`config.mk`:
```
export PLATFORM = sky130hd
export DESIGN_NAME = timer_ctrl
export DESIGN_NICKNAME = d
export VERILOG_FILES = /design/src/rtl/timer_ctrl_pkg.sv /design/src/rtl/timer_prescaler.sv /design/src/rtl/timer_ctrl.sv
export SDC_FILE = /design/constraint.sdc
export NUM_CORES = 1
export LEC_CHECK = 0
export BUFFER_PORTS_ARGS = -buffer_cell sky130_fd_sc_hd__buf_2
export CORE_MARGIN = 3
export CORE_UTILIZATION = 34
export DETAILED_ROUTE_END_ITERATION = 10
export GPL_ROUTABILITY_DRIVEN = 0
export GPL_TIMING_DRIVEN = 0
export PLACE_DENSITY = 0.61
export SYNTH_ARGS = -nofsm -noshare
export SYNTH_HDL_FRONTEND = slang
export SYNTH_SLANG_ARGS = --single-unit
```
`constraint.sdc`:
```
create_clock -name clk -period 5.7 [get_ports clk]
set_clock_uncertainty 0.2 [all_clocks]
set_input_delay 1.71 -clock clk [delete_from_list [all_inputs] [get_ports clk]]
set_output_delay 1.71 -clock clk [all_outputs]
set_load 0.005 [all_outputs]
```
`src/rtl/timer_ctrl_pkg.sv`:
```
// timer_ctrl_pkg: shared FSM state type and default widths for timer_ctrl
package timer_ctrl_pkg;
  typedef enum logic {IDLE, RUN} timer_state_t;
  localparam int TIMER_WIDTH = 24;
  localparam int TIMER_PRE_WIDTH = 16;
endpackage

```
`src/rtl/timer_prescaler.sv`:
```
// timer_prescaler: PRE_WIDTH up-counter with sync clear, enable and latched terminal value
//   clk, reset (async active-low) | load: latch term and restart at 0 | clr: sync clear
//   en: count while running | term: terminal value to latch | wrap: registered strobe, high
//   during the cycle in which the counter sits at the latched terminal value
module timer_prescaler import timer_ctrl_pkg::*; #(
  parameter int PRE_WIDTH = TIMER_PRE_WIDTH
) (
  input  logic                 clk,
  input  logic                 reset,
  input  logic                 load,
  input  logic                 clr,
  input  logic                 en,
  input  logic [PRE_WIDTH-1:0] term,
  output logic                 wrap
);
  logic [PRE_WIDTH-1:0] cnt_q, cnt_d, term_q, term_d;
  always_comb begin
    term_d = load ? term : term_q;
    cnt_d  = (clr || load) ? '0 : en ? (wrap ? '0 : cnt_q + 1'b1) : cnt_q;
  end
  // wrap is computed from the next counter value so it is a flop output yet
  // aligned with the cycle in which the counter equals the terminal value
  always_ff @(posedge clk or negedge reset)
    if (!reset) begin
      cnt_q  <= '0;
      term_q <= '0;
      wrap   <= 1'b0;
    end else begin
      cnt_q  <= cnt_d;
      term_q <= term_d;
      wrap   <= !clr && (en || load) && cnt_d == term_d;
    end
endmodule

```
`src/rtl/timer_ctrl.sv`:
```
// timer_ctrl: programmable interval timer with prescaled tick, one-shot or periodic expiry
//   clk, reset (async active-low) | start/ready handshake latches interval, prescale, periodic
//   stop: abort a running timer | busy: running | tick: one pulse per prescaled period
//   done: pulse at expiry | count: remaining ticks
//   TIMER_CTRL_PERIODIC_EN: when defined, periodic auto-reload is built; otherwise every run is one-shot
module timer_ctrl import timer_ctrl_pkg::*; #(
  parameter int WIDTH     = TIMER_WIDTH,
  parameter int PRE_WIDTH = TIMER_PRE_WIDTH
) (
  input  logic                 clk,
  input  logic                 reset,
  input  logic                 start,
  input  logic [WIDTH-1:0]     interval,
  input  logic [PRE_WIDTH-1:0] prescale,
  input  logic                 periodic,
  input  logic                 stop,
  output logic                 ready,
  output logic                 busy,
  output logic                 tick,
  output logic                 done,
  output logic [WIDTH-1:0]     count
);
  timer_state_t state_q, state_d;
  logic [WIDTH-1:0] interval_q, interval_d, count_d;
  logic tick_d, done_d, wrap, load, clr, last, reload;
  assign ready = state_q == IDLE;
  assign busy  = state_q == RUN;
  assign load  = ready && start && interval != '0;
  assign last  = busy && !stop && wrap && count == WIDTH'(1);
  assign clr   = busy && (stop || (last && !reload));
`ifdef TIMER_CTRL_PERIODIC_EN
  logic periodic_q;
  always_ff @(posedge clk or negedge reset)
    if (!reset) periodic_q <= 1'b0;
    else if (load) periodic_q <= periodic;
  assign reload = periodic_q;
`else
  logic unused_periodic;
  assign unused_periodic = periodic;
  assign reload = 1'b0;
`endif
  timer_prescaler #(.PRE_WIDTH(PRE_WIDTH)) u_pre (
    .clk  (clk),
    .reset(reset),
    .load (load),
    .clr  (clr),
    .en   (busy),
    .term (prescale),
    .wrap (wrap)
  );
  always_comb begin
    state_d    = state_q;
    count_d    = count;
    interval_d = interval_q;
    tick_d     = 1'b0;
    done_d     = 1'b0;
    if (ready) begin
      if (load) begin
        state_d    = RUN;
        count_d    = interval;
        interval_d = interval;
      end else done_d = start;
    end else if (stop) begin
      state_d = IDLE;
      count_d = '0;
    end else if (wrap) begin
      tick_d  = 1'b1;
      done_d  = last;
      state_d = (last && !reload) ? IDLE : RUN;
      count_d = last ? (reload ? interval_q : '0) : count - 1'b1;
    end
  end
  always_ff @(posedge clk or negedge reset)
    if (!reset) begin
      state_q    <= IDLE;
      interval_q <= '0;
      count      <= '0;
      tick       <= 1'b0;
      done       <= 1'b0;
    end else begin
      state_q    <= state_d;
      interval_q <= interval_d;
      count      <= count_d;
      tick       <= tick_d;
      done       <= done_d;
    end
endmodule

```
==> summary.md, run 1 <==
| Metric | Value |
|---|---|
| Avg WL per Cell | `15.6 um` |
| CP max FO | `10` |
| Root buf cell | `clkbuf_8` |
| Row cnt | `35` |
| Via count | `3111` |
| Clock buffer depth | `2` |
| Status | `complete, no violations` |
| Antenna-violating nets left | `0` |
| Max Cap Viol | `0` |
| Fill cells | `966` |
| Reg clk slew, reported paths | `0.07 ns` |
| Post-DP HPWL | `slightly below 7 mm` |
| Worst Hold Launch | `u_pre.term_q[12]$_DFF_PN0_` |
| DR vias/cell | `~5.3` |
| Number of port buffers | `71` |
| Sink Count | `60` |
| Area Growth Syn to Fin | `21.3%` |
| Static Leak | `1.84 nW` |
| Crit share post-route | `72.0%` |
| Cell-internal power | `0.849 mW` |
| Rel. slew slack | `33.6%` |
| RSZ-0062 raised after global routing | `no` |
| Final critical-path required period | `4.10 ns` |
| Min-Delay Path Depth | `2` |
| Post CTS Setup Buffer Count | `0` |
| Die X | `105 um` |
| Ys async rst share | `100%` |
| Setup crit end kind | `flip-flop` |
| Initial antenna violation count | `0` |
| Switching Power | `0.471 mW` |
| Reg2Reg Capture Point | `count[21]$_DFFE_PN0P_` |
| Area occupied by registers | `0.00150 mm2` |
| Total detailed-routing wirelength | `9.13 mm` |
| First-pass GRT wire length | `15.4 mm` |
| Power Density | `328 mW/mm2` |
| Min-Delay Path Class | `reg -> reg` |
| Cts hold-fix bufs | `0` |
| Sequential power share | `43.2%` |
| Largest cells by area after synthesis | `dfrtp_1, o21ai_0, nand2_1, nor2_1, xnor2_1` |
| Number of remaining DRC errors | `0` |
| Max Freq | `between 200 and 250 MHz` |
| Final Hold Viols | `0` |
| Setup TNS Final | `0 ns` |
| Pre-CTS WS | `1.20 ns` |
| Sw frac | `35.7%` |
| Top-area cell type share of the netlist area | `45.2%` |
| Worst hold endpoint | `u_pre.term_q[12]$_DFF_PN0_` |
| Comb power frac | `29.6%` |
| CTS tree | `yes` |
| CTS resizes | `0` |
| Sequential share of the synthesized area | `45.2%` |
| Reg2Reg Depth | `7` |
| Max VDD drop | `slightly above 0.00009 V` |
| Worst setup SP type | `input pin` |
| Yosys top cell by area | `dfrtp_1` |
| Worst r2r src | `count[2]$_DFFE_PN0P_` |
| Die area | `0.0110 mm2` |
| Syn avg cell area | `between 8 and 9 um2` |
| Req. time, crit path | `~5.7 ns` |
| Data arrival, critical path | `4.12 ns` |
| Cells after Synth | `roughly 370` |
| Number of synthesized register bits | `60` |
| Clk Latency, worst-skew pair | `between 0.3 and 0.4 ns` |
| Most used DFF post-synth | `dfrtp_1` |
| Yosys warnings | `0` |
| Chip height | `105 um` |
| Setup Viol. Count Final | `0` |
| Cts bufs inserted | `9` |
| Share of cells above drive strength 1 | `between 20% and 30%` |
| Clock share of power | `27.2%` |
| Gr ovfl total | `0` |
| EDFF count, synth | `0` |
| Mapped Area | `between 0.003 and 0.004 mm2` |
| Htree depth | `3` |
| DR iter-0 viols | `177` |
| Largest net degree at the start of global routing | `61` |
| Total core area | `~0.0094 mm2` |
| Antenna diode count | `0` |
| Distinct cells, synth | `between 40 and 50` |
| IO Pins | `73` |
| Worst setup margin | `1.60 ns` |
| Worst slew pin tran | `between 0.9 and 1 ns` |
| Critical path class | `in -> reg` |
| Mapped Nets | `420` |
| R2r setup slk | `2.89 ns` |
| Vias in the first global route | `between 3000 and 4000` |
| Multi-input logic area | `0.00167 mm2` |
| TritonRoute pass-1 iters | `5` |
| Tot GR Track Use | `roughly 17%` |
| # nets final | `502` |
| Initial Utilization | `35.4%` |
| Slew Limit Fails | `0` |
## layer usage
layer  share of wire, %  GRT usage (%)  wire length (um)  up-vias
met5                  0              0                 0        -
met4                2.6           7.87               240        0
met3                6.4           3.34               581       18
met2                 45           24.6              4060      106
met1                 46           25.3              4240     1505
li1                   -              -                 -     1482
## sequential cells by signal, summed over array words and instances, names as in the netlist
signal / cells
count: 24
u_pre.cnt_q: 16
u_pre.term_q: 16
busy: 1
done: 1
tick: 1
u_pre.wrap: 1
## cell type report
type | instances | area share [%]
inverters | 15 | 1.40
well taps | 129 | 4.01
repair buffers | 71 | 8.89
clock inverters | 3 | 0.529
plain buffers | 16 | 2.33
flip-flops and latches | 60 | 37.3
multi-input cells | 281 | 41.4
clock buffers | 12 | 4.10
## metrics by stage
step	util (%)	total power [mW]	instance area, um2	instances	hold WS [ns]
floorplan	-	0.808	3320	372	0.259
global placement	40.9	0.959	3830	572	0.278
detailed placement	40.9	0.968	3830	572	0.283
CTS	42.9	1.33	4020	587	0.300
global route	42.9	1.41	4020	587	0.338
finish	42.9	1.32	4020	587	0.292
## critical path: stages
cell	delay, ns
buf_2	0.10
nor4_1	0.38
nand2_1	0.20
o31ai_2	0.27
buf_6	0.21
clkbuf_1	0.36
nand2_1	0.11
nand2_1	0.12
xnor2_1	0.12
nand3_1	0.13
a2111oi_2	0.40
## cells in the mapped netlist, drive strengths merged (3+ instances only)
cell	n
buf	9
o21ai	49
xnor2	15
nor4	10
nor2b	3
dfrtp	60
nor3	13
a21oi	22
and3	5
o22ai	3
nand4	9
inv	15
a32oi	5
nand2	44
xor2	13
nor4b	3
mux2i	6
nor2	40
and2	6
a22oi	14
ha	3
clkbuf	7
## power groups by stage
stage	Clock, mW	Combinational (mW)	Sequential, mW
2_1_floorplan	0	0.239	0.569
3_3_place_gp	0	0.384	0.575
3_5_place_dp	0	0.391	0.577
4_1_cts	0.367	0.393	0.569
5_1_grt	0.382	0.443	0.584
6_report	0.359	0.391	0.570
## placed cells by master, fill, tap and decap left out, types with 7 or more instances in the layout
cell type	count
a22oi_1	14
inv_1	13
xor2_1	13
nor2_1	40
nand4_1	9
clkbuf_1	7
nor3_1	12
clkbuf_8	12
nor4_1	9
a21oi_1	22
o21ai_0	47
buf_2	73
xnor2_1	15
nand2_1	43
dfrtp_1	60
## worst max-delay path by stage
stage                     cells past startpoint                   end  slack (ns)          from
final                                        11  u_pre.wrap$_DFF_PN0_        1.60  interval[17]
after CTS                                    11  u_pre.wrap$_DFF_PN0_        1.57  interval[17]
after detailed placement                     11  u_pre.wrap$_DFF_PN0_        1.20  interval[17]
after floorplan                               8  u_pre.wrap$_DFF_PN0_        1.86   interval[4]
after global placement                       11  u_pre.wrap$_DFF_PN0_        1.25  interval[21]
after global routing                         11  u_pre.wrap$_DFF_PN0_        1.38  interval[17]
## kinds of logic after synthesis
group / synth area share, %
adders and majority gates: 1.13
xor gates and xnor gates: 7.39
muxes: 2.15
and+or+nand+nor: 21.4
buffers and inverters: 4.53
DFF: 45.2
AOI/OAI and AO/OA: 18.1
No activity file was read; power rests on OpenSTA's default activity.
==> run 2: changes to the inputs <==
Settings changed: PLACE_DENSITY 0.61 to 0.63.
Clock period 5.7 ns to 3.5 ns, I/O delays scaled along.
==> run 2 against run 1 <==
Compared with the run above:
- die area unchanged
- sequential share of layout area up 0.058 points
- critical path type unchanged
- routed wire length up 1.5%
- cell area down 0.16%
- combinational power up 63%
- core utilization down 0.067 points
- non-clock buffer count unchanged
- global-route usage down 0.25 points
- via count down 0.16%
- sequential power up 64%
==> summary.md, run 2 (synthesis results as in run 1) <==
| Metric | Value |
|---|---|
| Antenna-violating nets left | `0` |
| Reg clk slew, reported paths | `0.07 ns` |
| Non-filler cells, final | `587` |
| Crit path from | `interval[21]` |
| Htree depth | `3` |
| Final critical-path required period | `3.33 ns` |
| Req. time, crit path | `3.53 ns` |
| RSZ-0062 raised after global routing | `no` |
| Worst r2r src | `count[2]$_DFFE_PN0P_` |
| Initial antenna violation count | `0` |
| Clk Latency, worst-skew pair | `0.34 ns` |
| DR vias/cell | `between 5 and 6` |
| Most common cell after layout, fill and taps aside | `buf_2` |
| Top flop regs | `count (24), u_pre.cnt_q (16), u_pre.term_q (16)` |
| Number of remaining DRC errors | `0` |
| # nets final | `502` |
| Largest net degree at the start of global routing | `61` |
| Die X | `~100 um` |
| Max VDD drop | `0.000171 V` |
| Post-DP HPWL | `6.77 mm` |
| Initial Utilization | `roughly 35%` |
| Cts bufs inserted | `9` |
| Most frequent cells in the layout | `buf_2, dfrtp_1, o21ai_0, nand2_1, nor2_1` |
| Worst slew pin tran | `0.992 ns` |
| Total core area | `0.00937 mm2` |
| Antenna diode count | `0` |
| Final Cell Area | `0.00402 mm2` |
| Chip height | `105 um` |
| Worst hold endpoint | `u_pre.term_q[1]$_DFF_PN0_` |
| Min-Delay Path Class | `reg -> reg` |
| IO Pins | `between 70 and 80` |
| Reg2Reg Capture Point | `count[21]$_DFFE_PN0P_` |
| Max reg flops | `24` |
| Area Growth Syn to Fin | `21.1%` |
| Root buf cell | `clkbuf_8` |
| Vias in the first global route | `3000` |
| Crit share post-route | `95.2%` |
| Worst setup SP type | `input pin` |
| Via count | `3106` |
| Critical path class | `in -> reg` |
| Static Leak | `roughly 1.8 nW` |
| Max Freq | `300 MHz` |
| Min-Delay Path Depth | `2` |
| Power Density | `529 mW/mm2` |
| R2r setup slk | `0.64 ns` |
| Avg WL per Cell | `15.8 um` |
| Max Cap Viol | `0` |
| CTS tree | `yes` |
| Slew Limit Fails | `0` |
| Reg2Reg Depth | `7` |
| Data arrival, critical path | `3.36 ns` |
| TritonRoute pass-1 iters | `5` |
| Share of cells above drive strength 1 | `between 20% and 30%` |
| Biggest register | `count` |
| Total detailed-routing wirelength | `~9.3 mm` |
| Number of port buffers | `71` |
| Gr ovfl total | `0` |
| CP max FO | `10` |
| Clock buffer depth | `2` |
| Status | `complete, no violations` |
| Fill cells | `961` |
| DR iter-0 viols | `204` |
| First-pass GRT wire length | `about 15 mm` |
| Tot GR Track Use | `between 10% and 20%` |
| Row cnt | `35` |
| Placed insts | `572` |
| Placed Area | `0.00383 mm2` |
| Sink Count | `60` |
| Die area | `~0.011 mm2` |
| Setup crit end kind | `flip-flop` |
| Worst Hold Launch | `u_pre.term_q[1]$_DFF_PN0_` |
| Post CTS Setup Buffer Count | `0` |
| Setup Viol. Count Final | `0` |
| Rel. slew slack | `between 30% and 40%` |
| Final Hold Viols | `0` |
[run 2: cell count changes in the layout (fill, tap and decap cells not counted), sizes merged]
cell      before  now
clkbuf        19   20
clkinvlp       1    0
[run 2: final cells by class]
type                            count  area [um2]  share of cell area [%]
Multi-Input combinational cell    281        1680                    41.7
Sequential cell                    60        1500                    37.4
Timing Repair Buffer               71         358                    8.91
Tap cell                          129         161                    4.02
Clock buffer                       13         159                    3.96
Buffer                             16        95.1                    2.37
Inverter                           15        56.3                    1.40
Clock inverter                      2        10.0                   0.249
[run 2: how the worst max path moves through the flow]
| stage | end | slack (ns) | cells past startpoint |
|---|---|---|---|
| after global placement | u_pre.wrap$_DFF_PN0_ | -0.21 | 11 |
| after CTS | u_pre.wrap$_DFF_PN0_ | 0.07 | 11 |
| after global routing | u_pre.wrap$_DFF_PN0_ | 0.007 | 10 |
| after floorplan | u_pre.wrap$_DFF_PN0_ | 0.32 | 8 |
| final | u_pre.wrap$_DFF_PN0_ | 0.17 | 9 |
| after detailed placement | u_pre.wrap$_DFF_PN0_ | -0.25 | 11 |
[run 2: per-layer routing]
metal | routed length (um) | global-route usage (%) | vias to the layer above
met4 | 253 | 8.62 | 0
met3 | 726 | 4.94 | 22
met5 | 0 | 0 | -
met1 | 4230 | 24.3 | 1454
li1 | - | - | 1489
met2 | 4050 | 23.4 | 141
[run 2: timing repair]
action,in CTS,in global routing
gates resized for setup,0,4
hold buffers,0,0
setup endpoints to repair,0,1
[run 2: report_power, final]
part	switching, mW	internal (mW)	leakage, nW
sequential	0.119	0.814	0.773
clock	0.265	0.290	0.0893
combinational	0.380	0.259	0.975
total	0.764	1.36	1.84
[run 2: stage by stage]
| step | setup TNS [ns] | total power [mW] | hold slack, ns | utilization (%) | setup WS, ns |
|---|---|---|---|---|---|
| 3_5_place_dp | -0.250 | 1.58 | 0.282 | 40.9 | -0.250 |
| 5_1_grt | 0 | 2.27 | 0.318 | 42.9 | 0.00698 |
| 2_1_floorplan | 0 | 1.32 | 0.259 | - | 0.318 |
| 6_report | 0 | 2.13 | 0.296 | 42.9 | 0.167 |
| 3_3_place_gp | -0.211 | 1.56 | 0.279 | 40.9 | -0.211 |
| 4_1_cts | 0 | 2.13 | 0.297 | 42.7 | 0.0711 |
[run 2: worst max-delay path: stages]
cell	delay (ns)
buf_2	0.11
nor4_1	0.42
nand2_1	0.18
o31ai_2	0.23
buf_6	0.21
mux2i_1	0.32
inv_1	0.09
or3_1	0.40
a2111oi_2	0.34
